### src/rtl/keypad_time_entry.sv
`default_nettype none
// ============================================================================
//  Module      : keypad_time_entry
//  Description : Keypad front-end for the microwave timer. Debounces single
//                key presses, shifts accepted digits into a 3-digit BCD time
//                (M:SS), validates it on a START edge and drives a one-cycle
//                active-low load strobe into the down-counter chain.
//  Revision    : 1.0 - initial release
// ============================================================================
module keypad_time_entry #(
    parameter int DEBOUNCE_CYCLES = 4,
    parameter int CNT_W           = 3
) (
    input  logic       clk,
    input  logic       clr,
    input  logic [9:0] keypad,
    input  logic       start,
    input  logic       cancel,
    input  logic       entry_en,
    output logic [3:0] mins,
    output logic [3:0] sec_tens,
    output logic [3:0] sec_ones,
    output logic       loadn,
    output logic       key_ack,
    output logic       err,
    output logic [1:0] digit_cnt
);

    // Count value at which a stable key is accepted.
    localparam logic [CNT_W-1:0] c_DEB_LAST = CNT_W'(DEBOUNCE_CYCLES);
    // With a one-cycle debounce the first sample already completes the count.
    localparam bit               c_DEB_ONE  = (DEBOUNCE_CYCLES == 1);

    typedef enum logic [1:0] {
        IDLE     = 2'd0,
        DEBOUNCE = 2'd1,
        HELD     = 2'd2
    } state_t;

    state_t           state_q;
    logic [CNT_W-1:0] cnt_q;
    logic [3:0]       key_idx_q;
    logic             start_q;

    logic [3:0]       mins_q;
    logic [3:0]       sec_tens_q;
    logic [3:0]       sec_ones_q;
    logic             loadn_q;
    logic             key_ack_q;
    logic             err_q;
    logic [1:0]       digit_cnt_q;

    logic             w_onehot;
    logic             w_same_key;
    logic [3:0]       w_key_enc;
    logic [CNT_W-1:0] w_cnt_inc;
    logic             w_accept;
    logic             w_start_edge;
    logic             w_time_valid;

    // Key decode: one-hot detect and index of the pressed key.
    always_comb begin
        w_key_enc = 4'd0;
        for (int i = 0; i < 10; i++) begin
            if (keypad[i]) begin
                w_key_enc = 4'(i);
            end
        end
        w_onehot   = (keypad != 10'd0) && ((keypad & (keypad - 10'd1)) == 10'd0);
        w_same_key = w_onehot && (w_key_enc == key_idx_q);
        w_cnt_inc  = cnt_q + CNT_W'(1);
    end

    // A digit is accepted on the edge where the stable count reaches its target.
    always_comb begin
        w_accept = 1'b0;
        if (entry_en) begin
            if (state_q == IDLE && w_onehot && c_DEB_ONE) begin
                w_accept = 1'b1;
            end else if (state_q == DEBOUNCE && w_same_key && w_cnt_inc == c_DEB_LAST) begin
                w_accept = 1'b1;
            end
        end
    end

    // START rising edge and load legality (seconds tens <= 5, time nonzero).
    always_comb begin
        w_start_edge = start & ~start_q;
        w_time_valid = (sec_tens_q <= 4'd5) &&
                       ({mins_q, sec_tens_q, sec_ones_q} != 12'd0);
    end

    // Key FSM: idle -> debounce -> held; one accept per press, no auto-repeat.
    always_ff @(posedge clk) begin
        if (clr) begin
            state_q   <= IDLE;
            cnt_q     <= '0;
            key_idx_q <= 4'd0;
        end else if (!entry_en) begin
            state_q <= IDLE;
            cnt_q   <= '0;
        end else begin
            case (state_q)
                IDLE: begin
                    if (w_onehot) begin
                        key_idx_q <= w_key_enc;
                        cnt_q     <= CNT_W'(1);
                        state_q   <= c_DEB_ONE ? HELD : DEBOUNCE;
                    end
                end
                DEBOUNCE: begin
                    if (w_same_key) begin
                        cnt_q <= w_cnt_inc;
                        if (w_cnt_inc == c_DEB_LAST) begin
                            state_q <= HELD;
                        end
                    end else begin
                        cnt_q   <= '0;
                        state_q <= IDLE;
                    end
                end
                HELD: begin
                    if (keypad == 10'd0) begin
                        cnt_q   <= '0;
                        state_q <= IDLE;
                    end
                end
                default: begin
                    cnt_q   <= '0;
                    state_q <= IDLE;
                end
            endcase
        end
    end

    // Digit register, load strobe and status pulses; cancel > start > accept.
    always_ff @(posedge clk) begin
        if (clr) begin
            start_q     <= 1'b0;
            mins_q      <= 4'd0;
            sec_tens_q  <= 4'd0;
            sec_ones_q  <= 4'd0;
            loadn_q     <= 1'b1;
            key_ack_q   <= 1'b0;
            err_q       <= 1'b0;
            digit_cnt_q <= 2'd0;
        end else begin
            start_q   <= start;
            loadn_q   <= 1'b1;
            key_ack_q <= 1'b0;
            err_q     <= 1'b0;
            if (cancel) begin
                mins_q      <= 4'd0;
                sec_tens_q  <= 4'd0;
                sec_ones_q  <= 4'd0;
                digit_cnt_q <= 2'd0;
            end else if (!loadn_q) begin
                // Strobe cycle done: counters have the time, clear the entry.
                mins_q      <= 4'd0;
                sec_tens_q  <= 4'd0;
                sec_ones_q  <= 4'd0;
                digit_cnt_q <= 2'd0;
            end else if (w_start_edge) begin
                if (w_time_valid) begin
                    loadn_q <= 1'b0;
                end else begin
                    err_q <= 1'b1;
                end
            end else if (w_accept) begin
                mins_q      <= sec_tens_q;
                sec_tens_q  <= sec_ones_q;
                sec_ones_q  <= key_idx_q;
                key_ack_q   <= 1'b1;
                if (digit_cnt_q != 2'd3) begin
                    digit_cnt_q <= digit_cnt_q + 2'd1;
                end
            end
        end
    end

    assign mins      = mins_q;
    assign sec_tens  = sec_tens_q;
    assign sec_ones  = sec_ones_q;
    assign loadn     = loadn_q;
    assign key_ack   = key_ack_q;
    assign err       = err_q;
    assign digit_cnt = digit_cnt_q;

endmodule
`default_nettype wire

### config.mk
export PLATFORM = sky130hd
export DESIGN_NAME = keypad_time_entry
export DESIGN_NICKNAME = d
export VERILOG_FILES = /design/src/rtl/keypad_time_entry.sv
export SDC_FILE = /design/constraint.sdc
export NUM_CORES = 1
export LEC_CHECK = 0
export ABC_AREA = 1
export BUFFER_PORTS_ARGS = -buffer_cell sky130_fd_sc_hd__buf_2
export CORE_MARGIN = 2
export CORE_UTILIZATION = 55
export CTS_BUF_LIST = sky130_fd_sc_hd__clkbuf_2 sky130_fd_sc_hd__clkbuf_4 sky130_fd_sc_hd__clkbuf_8
export DETAILED_ROUTE_END_ITERATION = 8
export GPL_TIMING_DRIVEN = 0
export PLACE_DENSITY = 0.88
export SYNTH_ARGS = -nofsm -noshare
export SYNTH_HDL_FRONTEND = slang
export SYNTH_SLANG_ARGS = --single-unit
### constraint.sdc
create_clock -name clk -period 2.4 [get_ports clk]
set_clock_uncertainty 0.1 [all_clocks]
set_input_delay 0.48 -clock clk [delete_from_list [all_inputs] [get_ports clk]]
set_output_delay 0.48 -clock clk [all_outputs]
set_load 0.02 [all_outputs]
==> impl_metrics.py, run 1 <==
metrics = {
    "clock_network": {
        "path_clk_slew_ns": 0.16,
        "cts_hold_buf": 0,
        "clock_path_buffers": 2,
        "post_cts_resized": 0,
        "cts_max_level": 1,
        "insertion_delay_ns": 0.34,
        "ctsRootBufferMaster": "clkbuf_4",
        "clock_sinks": 27,
        "postCtsSetupBuffers": 0,
        "tritoncts": "done",
        "cts_made_buffers": 3,
    },
    "grt": {
        "grt_pass1_wl_um": 4750,
        "track_usage_pct": 21.5,
        "grt_pass1_vias": 1223,
        "grt_max_degree": 17,
        "grt_overflow": 0,
        "antenna_found_initial": 0,
    },
    "place": {
        "pre_cts_ws_ns": 0.141,
        "gp_congestion": 0.800,
        "dp_hpwl_um": 2300,
        "portBuffers": 31,
        "placedCellCount": 274,
        "place_area_um2": 1600,
    },
    "setup_path": {
        "rr_startpoint": "cnt_q[0]",
        "cpMaxStageDelayCell": "nor3_1",
        "rr_endpoint": "mins[0]",
        "crit_type": "reg2reg",
        "cp-start-kind": "flip-flop",
        "ff2ff_path_depth": 8,
        "worstSetupEndpointType": "flip-flop",
        "arrival_ns": 2.17,
        "critical_path.startpoint": "cnt_q[0]",
        "slowest_delay_ns": 0.58,
        "crit_path_end": "mins[0]",
        "path_delay_family": "simple AND/OR/NAND/NOR gates",
        "crit_path_cell_trace": "ha_1 > ha_1 > inv_1 > nor3_1 > nand2_2 > buf_2 > o21ai_1 > nor2_1",
        "cp.depth": 8,
        "timing.critical_path.mode_cell": "ha_1",
        "required_ns": 2.56,
        "rrSetupSlack_ns": 0.39,
        "crit_path_max_fanout": 10,
        "critPathBufInv": 2,
    },
    "sta": {
        "holdWs_ns": 0.280,
        "hold_violations": 0,
        "tns_ns": 0,
        "min_period_ns": 2.01,
        "fmax_mhz": 497,
        "rsz0062_at_grt": "false",
        "slew_headroom_pct": 54.0,
        "tightest_slew_ns": 0.685,
        "finalWorstSetupSlack_ns": 0.386,
        "setup_viol": 0,
        "slew_violations": 0,
        "post-route-period-util_pct": 83.9,
    },
    "floorplan": {
        "die_h_um": 54.7,
        "core_area_um2": 2450,
        "ios": 32,
        "initial_utilization_pct": 57.5,
        "chipWidth_um": 54.7,
        "fp-row-count": 18,
        "fp.dieArea_um2": 2990,
    },
    "routing": {
        "drc": 0,
        "vias": 1429,
        "wirelength_um": 2930,
        "wl_met3_um": 137,
        "drt_pass1_iterations": 4,
        "wl_met2_um": 1400,
        "ant_nets": 0,
        "wire_per_inst_um": 10.5,
        "dr.max_layer_used": "met4",
        "wl_met1_um": 1360,
        "viasPerCell": 5.14,
        "drtIter0Drc": 18,
    },
    "synth": {
        "ys_ff_latch": 27,
        "synth.avg_cell_area_um2": 6.63,
        "synth_fp_nets": 231,
        "synth_seq_area_share_pct": 38.3,
        "ys_warn_count": 0,
        "netlist_area_um2": 1410,
        "syn_inst": 213,
        "synth.distinct_cells": 24,
    },
    "finish": {
        "diodes": 0,
        "fin_nets": 267,
        "finalInstanceArea_um2": 1630,
        "fill_cells": 239,
        "drive_gt1_share_pct": 20.2,
        "fin_cells": 278,
        "area_growth_syn_to_layout_pct": 15.8,
    },
    "pwr": {
        "vdd_drop_max_mv": 0.377,
        "power_density_nw_per_um2": 446,
        "p_leak_nw": 0.756,
    },
    "run_status": {
        "outcome": "finished, final reports clean",
    },
    "worst_hold_path": {
        "hold_path.class": "in2reg",
    },
    "job": {
        "maxCapViolCount": 0,
    },
}
==> worst reg2reg max path: stages, from the launching register on <==
cell and delay, ns:
dfxtp_1 0.39, ha_1 0.16, ha_1 0.13, inv_1 0.05, nor3_1 0.58, nand2_2 0.14
buf_2 0.21, o21ai_1 0.14, nor2_1 0.05
==> sequential cells by signal, indices dropped and copies added, names as in the netlist <==
signal,count
mins,4
key_idx_q,4
loadn,1
err,1
start_q,1
key_ack,1
state_q,2
digit_cnt,2
cnt_q,3
sec_ones,4
sec_tens,4
==> layout by cell type, fill, tap and decap left out <==
| cell | n |
|---|---|
| nand3_2 | 1 |
| clkinvlp_4 | 1 |
| buf_6 | 1 |
| inv_1 | 27 |
| nor4_1 | 3 |
| inv_2 | 2 |
| a21o_1 | 1 |
| nor3_1 | 4 |
| nand2_2 | 3 |
| nor2_1 | 46 |
| nand4_1 | 5 |
| o21ai_0 | 5 |
| nand3b_1 | 2 |
| o21a_1 | 1 |
| o21ai_1 | 13 |
| nand3_1 | 12 |
| ha_1 | 3 |
| buf_2 | 32 |
| clkbuf_4 | 3 |
| a21oi_1 | 9 |
| clkbuf_1 | 1 |
| nor2_2 | 4 |
| nand2_1 | 38 |
| dfxtp_1 | 27 |
| a31oi_1 | 1 |
| nor2_4 | 3 |
==> power breakdown <==
part	internal, mW	switching [mW]
clock network	0.0639	0.141
logic	0.0257	0.0464
registers	0.450	0.000692
==> layout make-up <==
| class | instances | area (um^2) | share of cell area [%] |
|---|---|---|---|
| clock buffers | 3 | 22.5 | 1.38 |
| well taps | 30 | 37.5 | 2.30 |
| clock inverters | 1 | 7.51 | 0.459 |
| inverters | 29 | 109 | 6.66 |
| multi-input cells | 154 | 742 | 45.4 |
| plain buffers | 3 | 20.0 | 1.23 |
| flip-flops and latches | 27 | 541 | 33.1 |
| repair buffers | 31 | 155 | 9.49 |
==> cell usage after synthesis <==
cell       n  area (um^2)
o21ai_0    5         25.0
dfxtp_1   27          541
nor2_4     3         33.8
nor3_1     4         20.0
nand3_2    1         10.0
nand2_1   38          143
nor4_1     3         18.8
nor2_2     4         25.0
nand3_1   12         60.1
nand2_2    3         18.8
nor2_1    46          173
a21o_1     1         7.51
clkbuf_1   1         3.75
o21a_1     1         7.51
a21oi_1    9         45.0
o21ai_1   13         65.1
a31oi_1    1         6.26
nand3b_1   2         15.0
buf_6      1         11.3
buf_2      1         5.00
ha_1       3         37.5
inv_2      2         7.51
nand4_1    5         31.3
inv_1     27          101
==> worst min path at each step <==
| stage | startpoint | to | slack (ns) | cells after the start |
|---|---|---|---|---|
| after detailed placement | start_q | err | 0.32 | 1 |
| after floorplan | start_q | err | 0.30 | 1 |
| after global placement | start_q | err | 0.31 | 1 |
| after CTS | start | start_q | 0.27 | 3 |
| final | start | start_q | 0.28 | 3 |
| after global routing | start | start_q | 0.31 | 3 |
==> per-layer routing <==
metal	vias up	GRT usage, %
li1	762	-
met1	629	25.0
met2	33	39.5
met3	5	4.64
met4	0	5.00
met5	-	0
==> stage by stage <==
| stage | util, % | power [mW] |
|---|---|---|
| floorplan | - | 0.503 |
| global placement | 65.3 | 0.531 |
| detailed placement | 65.3 | 0.532 |
| CTS | 66.6 | 0.732 |
| global route | 66.6 | 0.752 |
| finish | 66.6 | 0.728 |
==> cells by family (layout without fill, tap and decap cells) <==
kind of cell	Yosys count	count (layout)	synth area share [%]
AND/OR/NAND/NOR	121	121	38.8
buffers and inverters	32	67	9.13
AO/OA/AOI/OAI	30	30	11.1
flip-flops	27	27	38.3
adder cells (fa/ha/maj)	3	3	2.66
(Power assumes the default switching activity.)
==> run 2, diff against run 1 <==
clock period = 2.1 ns   (was 2.4 ns; I/O delays follow)
==> run 2 against run 1 <==
Against the previous run: power grew 15%; register-to-register slack lost 0.18 ns; worst setup slack lost 0.18 ns; hold slack lost 0.032 ns; critical path type unchanged; die area is the same; clock-buffer cell count is the same; sequential share of layout area shrank 0.10 points; core utilization grew 0.20 points; cell area grew 0.31%; critical endpoint unchanged; first-iteration DRC count grew 28%; final cell count is the same.
==> impl_metrics.py, run 2 (synthesis results as in run 1) <==
metrics = {
    "sta": {
        "tightest_slew_ns": 0.652,
        "holdWs_ns": 0.248,
        "slew_headroom_pct": 56.2,
        "hold_violations": 0,
        "rsz0062_at_grt": "false",
        "fmax_mhz": 529,
        "slew_violations": 0,
        "setup_viol": 0,
        "post-route-period-util_pct": 90.0,
        "min_period_ns": 1.89,
    },
    "clock_network": {
        "cts_max_level": 1,
        "clock_path_buffers": 2,
        "postCtsSetupBuffers": 0,
        "cts_made_buffers": 3,
        "cts_hold_buf": 0,
        "clock_sinks": 27,
        "tritoncts": "done",
        "path_clk_slew_ns": 0.16,
        "ctsRootBufferMaster": "clkbuf_4",
        "insertion_delay_ns": 0.34,
    },
    "place": {
        "place_area_um2": 1600,
        "dp_hpwl_um": 2300,
        "portBuffers": 31,
        "gp_congestion": 0.800,
    },
    "grt": {
        "track_usage_pct": 21.5,
        "grt_overflow": 0,
        "grt_pass1_vias": 1223,
        "grt_pass1_wl_um": 4750,
        "grt_max_degree": 17,
        "antenna_found_initial": 0,
    },
    "routing": {
        "viasPerCell": 5.08,
        "wirelength_um": 2950,
        "vias": 1413,
        "ant_nets": 0,
        "drc": 0,
        "drt_pass1_iterations": 4,
        "drtIter0Drc": 23,
        "wire_per_inst_um": 10.6,
    },
    "finish": {
        "diodes": 0,
        "area_growth_syn_to_layout_pct": 16.1,
        "finalInstanceArea_um2": 1640,
        "fin_nets": 267,
        "layout_common_cells": "46 x nor2_1, 38 x nand2_1, 32 x buf_2, 27 x inv_1, 27 x dfxtp_1",
        "final_common_cell": "nor2_1",
        "drive_gt1_share_pct": 20.6,
    },
    "setup_path": {
        "worstSetupEndpointType": "flip-flop",
        "required_ns": 2.26,
        "crit_path_max_fanout": 10,
        "cp-start-kind": "flip-flop",
        "crit_type": "reg2reg",
        "arrival_ns": 2.05,
    },
    "floorplan": {
        "chipWidth_um": 54.7,
        "fp.dieArea_um2": 2990,
        "ios": 32,
        "fp-row-count": 18,
        "die_h_um": 54.7,
        "core_area_um2": 2450,
        "initial_utilization_pct": 57.5,
    },
    "pwr": {
        "vdd_drop_max_mv": 0.440,
        "power_density_nw_per_um2": 510,
        "p_leak_nw": 0.757,
    },
    "worst_hold_path": {
        "hold_path.class": "in2reg",
    },
    "job": {
        "maxCapViolCount": 0,
    },
    "run_status": {
        "outcome": "finished, final reports clean",
    },
}
[run 2: what timing repair did]
action	CTS	global route
hold endpoints to repair	0	0
resized for setup	0	1
setup endpoints to repair	0	12
[run 2: cell type report]
class	instances	area [um^2]
clock buffer	3	22.5
inverter	29	109
fill	238	816
tap	30	37.5
timing repair buffer	31	155
multi-input combinational	154	747
buffer	3	20.0
sequential	27	541
clock inverter	1	7.51
[run 2: per-stage QoR]
stage / util [%] / power (mW) / setup TNS, ns / worst slack, ns / instances
finish: 66.8 / 0.836 / 0 / 0.210 / 278
global route: 66.8 / 0.860 / 0 / 0.0335 / 278
CTS: 66.6 / 0.836 / 0 / 0.0627 / 278
detailed placement: 65.3 / 0.608 / -0.906 / -0.0992 / 274
global placement: 65.3 / 0.607 / -0.462 / -0.0579 / 274
floorplan: - / 0.575 / 0 / 0.258 / 213
[run 2: path summary, 6_finish.rpt]
check	cells past startpoint	to	from	slack (ns)
setup / recovery	12	mins[0]	state_q[0]	0.21
setup reg to reg	12	mins[0]	state_q[0]	0.21
hold / removal	2	key_idx_q[3]	clr	0.25
hold reg to reg	1	err	start_q	0.34
[run 2: worst max-delay path: stages, from the launching register on]
cell and delay (ns):
dfxtp_1 0.35, inv_1 0.08, nor2_1 0.11, nand2_1 0.06
nor2_1 0.09, nand3_1 0.07, nor2_1 0.14, nand3_2 0.12
nor2_4 0.22, nand2_2 0.09, buf_2 0.19, o21ai_1 0.14
nor2_1 0.05
[run 2: metal layers]
metal / vias to the layer above / GRT usage (%) / part of all wire, %
met4: 0 / 5.00 / 1.4
met3: 5 / 4.64 / 3.9
met2: 27 / 39.5 / 49
met1: 622 / 25.0 / 46
met5: - / 0 / 0
li1: 759 / - / -
[run 2: power breakdown]
group	internal [mW]	leakage (nW)	switching, mW
registers	0.515	0.218	0.000793
logic	0.0294	0.525	0.0538
clock network	0.0731	0.0139	0.164
total	0.617	0.757	0.219
==> run 3, diff against run 2 <==
CORE_ASPECT_RATIO = 1.4   (was not set)
==> run 3 against run 2 <==
Against the previous run: sequential share of layout area decreased by 0.20 points; final cell count up 1.8%; maximum frequency up 3.7%; global-route usage down 1.8 points; clock-buffer cell count stayed put; sequential power is essentially flat; cell area is 0.61% higher; flip-flop and latch count unchanged; routed wire length down 8.1%; critical path depth decreased by 4; core utilization rose by 1.5 points; first-iteration DRC count decreased by 48%; critical endpoint is now mins[3]; largest cell class unchanged.
==> impl_metrics.py, run 3 (synthesis results as in run 1) <==
metrics = {
    "finish": {
        "area_growth_syn_to_layout_pct": 16.8,
        "fin_nets": 268,
        "fill_cells": 248,
        "drive_gt1_share_pct": 20.9,
        "utilization_pct": 68.2,
        "finalInstanceArea_um2": 1650,
        "final_common_cell": "nor2_1",
        "layout_common_cells": "46 x nor2_1, 38 x nand2_1, 32 x buf_2, 27 x inv_1, 27 x dfxtp_1",
        "fin_cells": 283,
        "diodes": 0,
    },
    "floorplan": {
        "fp-row-count": 21,
        "ios": 32,
        "initial_utilization_pct": 58.4,
        "fp.dieArea_um2": 2990,
        "die_h_um": 63.9,
        "chipWidth_um": 46.8,
        "core_area_um2": 2420,
    },
    "routing": {
        "drtIter0Drc": 12,
        "wirelength_um": 2710,
        "vias": 1384,
        "ant_nets": 0,
        "viasPerCell": 4.89,
        "drc": 0,
        "wire_per_inst_um": 9.59,
        "drt_pass1_iterations": 4,
    },
    "grt": {
        "grt_overflow": 0,
        "grt_pass1_vias": 1144,
        "use_met1_pct": 24.6,
        "grt_max_degree": 16,
        "track_usage_pct": 19.7,
        "use_met3_pct": 2.54,
        "antenna_found_initial": 0,
        "busiest_layer": "met2",
        "met2_usage_pct": 32.4,
        "grt_pass1_wl_um": 4450,
    },
    "setup_path": {
        "rrSetupSlack_ns": 0.28,
        "path_delay_family": "simple AND/OR/NAND/NOR gates",
        "slowest_delay_ns": 0.40,
        "timing.critical_path.mode_cell": "ha_1",
        "crit_path_max_fanout": 10,
        "crit_path_cell_trace": "ha_1 > ha_1 > inv_1 > nor3_2 > nand2_2 > buf_2 > o21ai_1 > nor2_1",
        "arrival_ns": 1.95,
        "cp-start-kind": "flip-flop",
        "rr_startpoint": "cnt_q[0]",
        "worstSetupEndpointType": "flip-flop",
        "ff2ff_path_depth": 8,
        "cpMaxStageDelayCell": "dfxtp_1",
        "rr_endpoint": "mins[3]",
        "crit_type": "reg2reg",
        "critPathBufInv": 2,
        "required_ns": 2.23,
    },
    "sta": {
        "setup_viol": 0,
        "tightest_slew_ns": 0.646,
        "slew_violations": 0,
        "hold_violations": 0,
        "finalWorstSetupSlack_ns": 0.278,
        "slew_headroom_pct": 56.6,
        "min_period_ns": 1.82,
        "fmax_mhz": 549,
        "rsz0062_at_grt": "false",
        "post-route-period-util_pct": 86.8,
    },
    "clock_network": {
        "cts_max_level": 1,
        "tritoncts": "done",
        "insertion_delay_ns": 0.32,
        "cts_hold_buf": 0,
        "clock_path_buffers": 2,
        "cts_made_buffers": 3,
        "clock_sinks": 27,
        "path_clk_slew_ns": 0.14,
        "ctsRootBufferMaster": "clkbuf_4",
    },
    "pwr": {
        "clockPowerShare_pct": 26.7,
        "vdd_drop_max_mv": 0.368,
        "power_density_nw_per_um2": 493,
        "p_leak_nw": 0.766,
        "total_power_uw": 814,
        "p_int_uw": 615,
        "p_seq_share_pct": 63.3,
        "switching_share_pct": 24.4,
        "combPwrFrac_pct": 10.0,
        "p_sw_uw": 199,
    },
    "place": {
        "dp_hpwl_um": 2130,
        "portBuffers": 31,
        "pre_cts_ws_ns": -0.0737,
        "placedCellCount": 278,
        "gp_congestion": 0.856,
        "place_area_um2": 1610,
    },
    "worst_hold_path": {
        "min_to": "start_q",
        "whs_path_depth": 3,
        "hold_path.class": "in2reg",
        "hold_path_startpoint": "start",
    },
    "run_status": {
        "outcome": "finished, final reports clean",
    },
    "job": {
        "maxCapViolCount": 0,
    },
}
[run 3: area by class of cell]
| cell class | count | area (um^2) | area share (%) |
|---|---|---|---|
| tap | 34 | 42.5 | 2.58 |
| multi-input combinational | 154 | 747 | 45.3 |
| clock buffer | 3 | 22.5 | 1.37 |
| inverter | 29 | 109 | 6.60 |
| sequential | 27 | 541 | 32.8 |
| timing repair buffer | 32 | 163 | 9.86 |
| clock inverter | 1 | 5.00 | 0.303 |
| buffer | 3 | 20.0 | 1.21 |
[run 3: worst max path at each step]
stage                          start          end  slack [ns]  depth (start not counted)
after floorplan            keypad[2]      mins[2]        0.26                         11
after global placement     keypad[6]      mins[3]       -0.08                         12
after detailed placement   keypad[6]      mins[1]       -0.07                         12
after CTS                   cnt_q[0]      mins[3]        0.11                          8
after global routing      state_q[0]  sec_tens[1]        0.08                         12
final                       cnt_q[0]      mins[3]        0.28                          8
[run 3: power by group through the flow]
| stage | Sequential [mW] | Combinational, mW | Clock, mW |
|---|---|---|---|
| final | 0.515 | 0.0816 | 0.217 |
| after global placement | 0.526 | 0.0797 | 0 |
| after floorplan | 0.527 | 0.0482 | 0 |
| after global routing | 0.516 | 0.0937 | 0.247 |
| after CTS | 0.515 | 0.0814 | 0.222 |
| after detailed placement | 0.526 | 0.0812 | 0 |
[run 3: worst register-to-register path, stage by stage (launching register included)]
cell and delay, ns:
dfxtp_1 0.40, ha_1 0.16, ha_1 0.13, inv_1 0.06, nor3_2 0.38, nand2_2 0.12
buf_2 0.20, o21ai_1 0.13, nor2_1 0.05
[run 3: what timing repair did]
item,CTS,global route
resized for setup,0,1
setup buffers,0,1
endpoints found under the setup margin,0,11
[run 3: metrics by stage]
step,TNS (ns),hold slack (ns)
6_report,0,0.226
3_3_place_gp,-0.759,0.307
4_1_cts,0,0.224
3_5_place_dp,-0.686,0.313
2_1_floorplan,0,0.299
5_1_grt,0,0.220
[run 3: layer usage]
metal | wire length (um) | part of all wire, %
met5 | 0 | 0
met4 | 45 | 1.7
met3 | 78 | 2.9
met2 | 1390 | 51
met1 | 1200 | 44
